[config.mk]
export PLATFORM = sky130hd
export DESIGN_NAME = eth_tx_mac
export DESIGN_NICKNAME = d
export VERILOG_FILES = /design/src/rtl/eth_tx_mac.sv
export SDC_FILE = /design/constraint.sdc
export NUM_CORES = 1
export LEC_CHECK = 0
export BUFFER_PORTS_ARGS = -buffer_cell sky130_fd_sc_hd__buf_2
export CORE_MARGIN = 4
export CORE_UTILIZATION = 60
export DETAILED_ROUTE_END_ITERATION = 8
export PLACE_DENSITY = 0.8
export SETUP_SLACK_MARGIN = 0.05
export SLEW_MARGIN = 25
export SYNTH_ARGS = -nofsm -noshare
export SYNTH_HDL_FRONTEND = slang
export SYNTH_SLANG_ARGS = --single-unit
[constraint.sdc]
create_clock -name clk -period 3.1 [get_ports clk]
set_clock_uncertainty 0.15 [all_clocks]
set_input_delay 0.62 -clock clk [delete_from_list [all_inputs] [get_ports clk]]
set_output_delay 0.62 -clock clk [all_outputs]
set_load 0.02 [all_outputs]
[src/rtl/eth_tx_mac.sv]
// Manchester-coded Ethernet-style frame transmitter: preamble, SFD, payload, optional FCS, TP_IDLE.
// Define ETH_TX_FCS_EN to append a CRC-32 frame check sequence after the payload.
//
// state      | meaning
// -----------+-------------------------------------------------------
// S_IDLE     | line off, waiting for start
// S_PREAMBLE | PRE_BYTES x 0x55, then SFD 0xD5
// S_DATA     | payload bytes loaded on tx_ready & tx_valid
// S_FCS      | four complemented CRC bytes (ETH_TX_FCS_EN only)
// S_TPIDLE   | line held high, then done pulse on return to idle

module eth_tx_mac #(
  parameter int CLK_PER_HALF = 1,
  parameter int PRE_BYTES    = 7,
  parameter int MAX_LEN      = 1500,
  parameter int TPIDLE_HALF  = 5
) (
  input  logic       clk,
  input  logic       reset,
  input  logic       start,
  input  logic [7:0] tx_data,
  input  logic       tx_valid,
  input  logic       tx_last,
  output logic       tx_ready,
  output logic       eth_tx_d,
  output logic       eth_tx_en,
  output logic       busy,
  output logic       done,
  output logic       err_underrun,
  output logic       err_len
);

  localparam int BW     = $clog2(MAX_LEN + 1);
  localparam int TP_CYC = TPIDLE_HALF * CLK_PER_HALF;
  localparam int TW     = $clog2(TP_CYC + 1);

  localparam logic [7:0]    DIV_LD   = 8'(CLK_PER_HALF - 1);
  localparam logic [TW-1:0] TP_LD    = TW'(TP_CYC - 1);
  localparam logic [BW-1:0] LEN_M1   = BW'(MAX_LEN - 1);
  localparam logic [2:0]    PRE_LAST = 3'(PRE_BYTES - 1);
  localparam logic [2:0]    PRE_SFD  = 3'(PRE_BYTES);

`ifdef ETH_TX_FCS_EN
  typedef enum logic [2:0] {S_IDLE, S_PREAMBLE, S_DATA, S_FCS, S_TPIDLE} state_t;
`else
  typedef enum logic [2:0] {S_IDLE, S_PREAMBLE, S_DATA, S_TPIDLE} state_t;
`endif

  state_t        state;
  logic [7:0]    div_cnt;
  logic [3:0]    half_idx;
  logic [7:0]    cur_byte;
  logic [2:0]    pre_cnt;
  logic [BW-1:0] byte_cnt;
  logic          cur_last;
  logic [TW-1:0] tp_cnt;

  logic       half_end, byte_end, len_hit, nxt_half;
  logic [3:0] nxt_idx;

  assign half_end = (div_cnt == 8'd0);
  assign byte_end = half_end && (half_idx == 4'd15);
  assign len_hit  = (byte_cnt == LEN_M1);
  assign nxt_idx  = half_idx + 4'd1;
  assign nxt_half = nxt_idx[0] ? cur_byte[nxt_idx[3:1]] : ~cur_byte[nxt_idx[3:1]];

  // Strobes are decoded from registered state so they land in the byte's final cycle.
  assign tx_ready = byte_end &&
                    ((state == S_PREAMBLE && pre_cnt == PRE_SFD) ||
                     (state == S_DATA && !cur_last));
  assign err_underrun = tx_ready && !tx_valid;
  assign err_len      = tx_ready && tx_valid && !tx_last && len_hit;

`ifdef ETH_TX_FCS_EN
  logic [31:0] crc, crc_inv;
  logic [1:0]  fcs_idx, fcs_nxt_idx;
  logic [7:0]  fcs_nxt;

  assign crc_inv     = ~crc;
  assign fcs_nxt_idx = fcs_idx + 2'd1;
  assign fcs_nxt     = crc_inv[{fcs_nxt_idx, 3'b000} +: 8];

  function automatic logic [31:0] crc_byte(input logic [31:0] c, input logic [7:0] d);
    logic [31:0] r;
    r = c ^ {24'h0, d};
    for (int i = 0; i < 8; i++) r = r[0] ? ((r >> 1) ^ 32'hEDB8_8320) : (r >> 1);
    return r;
  endfunction
`endif

  always_ff @(posedge clk or posedge reset) begin
    if (reset) begin
      state     <= S_IDLE;
      div_cnt   <= '0;
      half_idx  <= '0;
      cur_byte  <= '0;
      pre_cnt   <= '0;
      byte_cnt  <= '0;
      cur_last  <= 1'b0;
      tp_cnt    <= '0;
      eth_tx_d  <= 1'b0;
      eth_tx_en <= 1'b0;
      busy      <= 1'b0;
      done      <= 1'b0;
`ifdef ETH_TX_FCS_EN
      crc       <= '0;
      fcs_idx   <= '0;
`endif
    end else begin
      done <= 1'b0;
      case (state)
        S_IDLE: begin
          byte_cnt  <= '0;
          cur_last  <= 1'b0;
          eth_tx_d  <= 1'b0;
          eth_tx_en <= 1'b0;
          busy      <= 1'b0;
`ifdef ETH_TX_FCS_EN
          crc       <= 32'hFFFF_FFFF;
`endif
          if (start) begin
            state     <= S_PREAMBLE;
            pre_cnt   <= '0;
            cur_byte  <= 8'h55;
            half_idx  <= '0;
            div_cnt   <= DIV_LD;
            eth_tx_d  <= 1'b0;
            eth_tx_en <= 1'b1;
            busy      <= 1'b1;
          end
        end
        S_TPIDLE: begin
          if (tp_cnt == '0) begin
            state     <= S_IDLE;
            done      <= 1'b1;
            eth_tx_en <= 1'b0;
            busy      <= 1'b0;
            eth_tx_d  <= 1'b0;
          end else begin
            tp_cnt <= tp_cnt - 1'b1;
          end
        end
        default: begin
          if (!half_end) begin
            div_cnt <= div_cnt - 8'd1;
          end else begin
            div_cnt <= DIV_LD;
            if (half_idx != 4'd15) begin
              half_idx <= nxt_idx;
              eth_tx_d <= nxt_half;
            end else begin
              half_idx <= '0;
              if (tx_ready) begin
                if (tx_valid) begin
                  state    <= S_DATA;
                  cur_byte <= tx_data;
                  eth_tx_d <= ~tx_data[0];
                  byte_cnt <= byte_cnt + 1'b1;
                  cur_last <= tx_last || len_hit;
`ifdef ETH_TX_FCS_EN
                  crc      <= crc_byte(crc, tx_data);
`endif
                end else begin
                  state    <= S_TPIDLE;
                  eth_tx_d <= 1'b1;
                  tp_cnt   <= TP_LD;
                end
              end else if (state == S_PREAMBLE) begin
                pre_cnt  <= pre_cnt + 3'd1;
                cur_byte <= (pre_cnt == PRE_LAST) ? 8'hD5 : 8'h55;
                eth_tx_d <= 1'b0;  // 0x55 and 0xD5 both start with a 1 bit
              end
`ifdef ETH_TX_FCS_EN
              else if (state == S_DATA) begin
                state    <= S_FCS;
                fcs_idx  <= '0;
                cur_byte <= crc_inv[7:0];
                eth_tx_d <= crc[0];
              end else if (fcs_idx != 2'd3) begin
                fcs_idx  <= fcs_nxt_idx;
                cur_byte <= fcs_nxt;
                eth_tx_d <= ~fcs_nxt[0];
              end
`endif
              else begin
                state    <= S_TPIDLE;
                eth_tx_d <= 1'b1;
                tp_cnt   <= TP_LD;
              end
            end
          end
        end
      endcase
    end
  end

endmodule

==> results.md <==
* Pre-CTS setup slack at 0.244 ns
* Post-route minimum period at 2.89 ns
* Post-synth top flop: dfrtp_1
* GRT Total Usage at 22.3%
* Syn Inst Count at 296
* Clock Power Share at 19.2%
* Total power at 2.72 mW
* Synth top area share at 40.0%
* CP Capture Type: output port
* Critical Path RT at 2.33 ns
* R2R Path End: eth_tx_d$_DFFE_PP0P_
* Avg Synthesized Cell Area at 9.08 um2
* Achievable Freq at 346 MHz
* Combinational Power Share at 49.0%
* Mapped cell area at 2690 um2
* Worst reg-to-reg setup slack at 0.47 ns
* Worst Setup Start Kind: flop
* Fill cells at 329
* P_int at 1.58 mW
* Hold Crit Class: in -> async
* Ports at 20
* Critical Path End: err_len
* Share of power burned in registers at 31.8%
* Grt ovf at 0
* Vias in the first global route at 2,200
* Post CTS Setup Buffer Count at 0
* CTS root buffer: clkbuf_8
* Final ANT Viol Nets at 0
* Pwr/cell area at 910 nW/um2
* Slowest-stage cell, CP: or4b_4
* HPWL Detailed at 4250 um
* Die width at 74.9 um
* Max-slew headroom at 49.0%
* Area of the core at 4350 um2
* Yosys Warn Count at 0
* Placed inst area at 2840 um2
* Synth unique cells at 56
* Max VDD drop at 0.566 mV
* M1 GR Usage at 29.5%
* Skew-Pair Late Insertion Delay at 0.30 ns
* # clock sinks at 43
* Area contributors post-synth: dfrtp_1 (40%), ha_1 (5.6%), nand2_1 (4.9%)
* Final hold slack at 0.189 ns
* Vias per inst at 5.99
* Met3 Use GR at 4.67%
* Final hold vios at 0
* Reg2reg path depth at 8
* # H-tree levels at 2
* Cell Chain, Critical Path: inv_1 > ha_1 > or4b_4 > nor4_4 > nand3_1 > nor2_1 > buf_2
* Critical Path Fanout Max at 5
* Total number of vias at 2,206
* P_sw at 1.14 mW
* Multi-input logic area at 1520 um2
* Slew Limit Fails at 0
* Setup WS post-layout at 0.209 ns
* CTS Buf Count at 5
* Status: complete, no violations
* # hold bufs at CTS at 0
* DR WL/cell at 15.3 um
* Fin area at 2990 um2
* N_diodes at 0
* Worst setup path class: reg -> out
* First-pass GRT wire length at 9790 um
* Pre-antenna DRT Iters at 5
* Ys async rst share at 100%
* Final setup viols at 0
* Clk buf depth at 2
* Biggest cell delay along the critical path at 0.54 ns
* Leading area contributor after synthesis: dfrtp_1
* Post-synthesis register bit count at 43
* Most Used Layer, Global Route: met2
* Initial DRC count at 133
* Clock slew at reported path FFs at 0.09 ns
* Drt total wl at 5620 um
* Final Wtd Congestion at 0.870
* Area Overhead vs Synth at 11.2%
* Register Area at 1080 um2
* TNS Setup at 0 ns
* Die Area at 5620 um2
* Least-Margin Pin Slew at 0.755 ns
* DR DRC count at 0
* GRT met2 Usage at 35.4%
* Post-synthesis sequential area ratio at 40.0%
* Share of layout cells above drive strength 1 at 14.6%
* Rows at 24
* RR Startpoint: div_cnt[0]$_DFFE_PP0P_
* CTS tree: yes
* Initial antenna violation count at 0
* Synthesized Nets at 321
* Max-cap violations at 0
* Net Sw Frac at 41.9%
* Leakage Power at 1.33 nW
* Fin crit share at 93.2%
* I/O Buffers at 19
* Largest net degree at the start of global routing at 23
* Nets at 340
* Die height at 74.9 um
* RSZ-0062 raised after global routing: false
* EDFF count, synth at 0
* CP Data Arrival Time at 2.12 ns
* CP Launch Point: div_cnt[0]$_DFFE_PP0P_
* Initial Utilization at 61.8%
cell families (layout without fill, tap and decap cells):
kind of cell | Yosys count | after routing | share of synthesized area [%]
AOI/OAI and AO/OA | 61 | 61 | 15.5
muxes | 17 | 17 | 6.51
adders and majority gates | 12 | 12 | 5.58
buffers and inverters | 28 | 48 | 4.19
and+or+nand+nor | 123 | 123 | 24.2
DFF | 43 | 43 | 40.0
xor gates and xnor gates | 12 | 12 | 3.91
critical path: cells and delay by family, from the launching register on:
| family | cells | cell delay [ns] |
|---|---|---|
| simple gates | 4 | 0.96 |
| flops | 1 | 0.41 |
| buf+inv | 2 | 0.24 |
| fa+ha+maj | 1 | 0.21 |
flip-flops by register name (all words and copies together), names as in the netlist:
signal / cells
busy: 1
byte_cnt: 11
cur_byte: 8
cur_last: 1
div_cnt: 8
done: 1
eth_tx_d: 1
half_idx: 4
pre_cnt: 3
state: 2
tp_cnt: 3
layout make-up:
class / instances / area share, %
well taps: 52 / 2.18
flip-flops and latches: 43 / 36.0
inverters: 15 / 1.88
repair buffers: 25 / 4.69
multi-input cells: 225 / 50.7
clock buffers: 5 / 2.30
clock inverters: 3 / 2.26
repair_timing:
item / in CTS / in global routing
endpoints found under the hold margin: 0 / 0
pin swaps: 0 / 1
resized for setup: 2 / 0
setup endpoints to repair: 1 / 1
cloned: 0 / 0
per-layer routing:
| layer | wire, um | part of all wire [%] |
|---|---|---|
| met1 | 2580 | 46 |
| met2 | 2670 | 47 |
| met3 | 220 | 3.9 |
| met4 | 151 | 2.7 |
| met5 | 0 | 0 |
through the flow:
step	utilization (%)	instances
after floorplan	-	296
after global placement	65.2	360
after detailed placement	65.2	360
after CTS	68.6	368
after global routing	68.6	368
final	68.6	368
cells in the mapped netlist, types with 3 or more instances:
cell / instances
o21ai_0: 20
nor3_1: 6
xnor2_1: 10
ha_1: 12
a31oi_1: 6
nor2_1: 27
o31ai_1: 5
nor4_1: 9
nand2b_1: 8
nor2b_1: 3
or3_1: 3
and3_1: 6
inv_1: 15
a21oi_1: 5
o22ai_1: 3
mux2_2: 4
buf_2: 3
nor3b_1: 3
dfrtp_1: 43
nand2_1: 35
mux2i_1: 13
nand3_1: 8
clkbuf_1: 9
layout by cell type, fill, tap and decap left out, types with 5 or more instances in the layout:
cell	instances
nand2_1	35
mux2i_1	13
buf_4	6
ha_1	12
inv_1	14
nor2_1	27
nand2b_1	8
dfrtp_1	43
buf_2	19
nand3_1	8
a31oi_1	6
nor3_1	6
o21ai_0	20
clkbuf_8	5
xnor2_1	10
o31ai_1	5
nor4_1	8
a21oi_1	5
and3_1	6
power groups by stage:
stage               clock [mW]  sequential, mW  combinational [mW]
global placement             0           0.865                1.27
CTS                      0.526           0.863                1.33
global route             0.548           0.890                1.50
detailed placement           0           0.875                1.30
finish                   0.521           0.865                1.33
floorplan                    0           0.824                1.06
worst min-delay path by stage:
stage | start | endpoint | slack, ns
finish | reset | byte_cnt[7]$_DFFE_PP0P_ | 0.19
global route | reset | byte_cnt[7]$_DFFE_PP0P_ | 0.22
CTS | reset | byte_cnt[6]$_DFFE_PP0P_ | 0.21
detailed placement | eth_tx_d$_DFFE_PP0P_ | eth_tx_d$_DFFE_PP0P_ | 0.34
global placement | eth_tx_d$_DFFE_PP0P_ | eth_tx_d$_DFFE_PP0P_ | 0.32
floorplan | cur_last$_DFFE_PP0P_ | cur_last$_DFFE_PP0P_ | 0.32
Power figures use the tool's default switching activity.
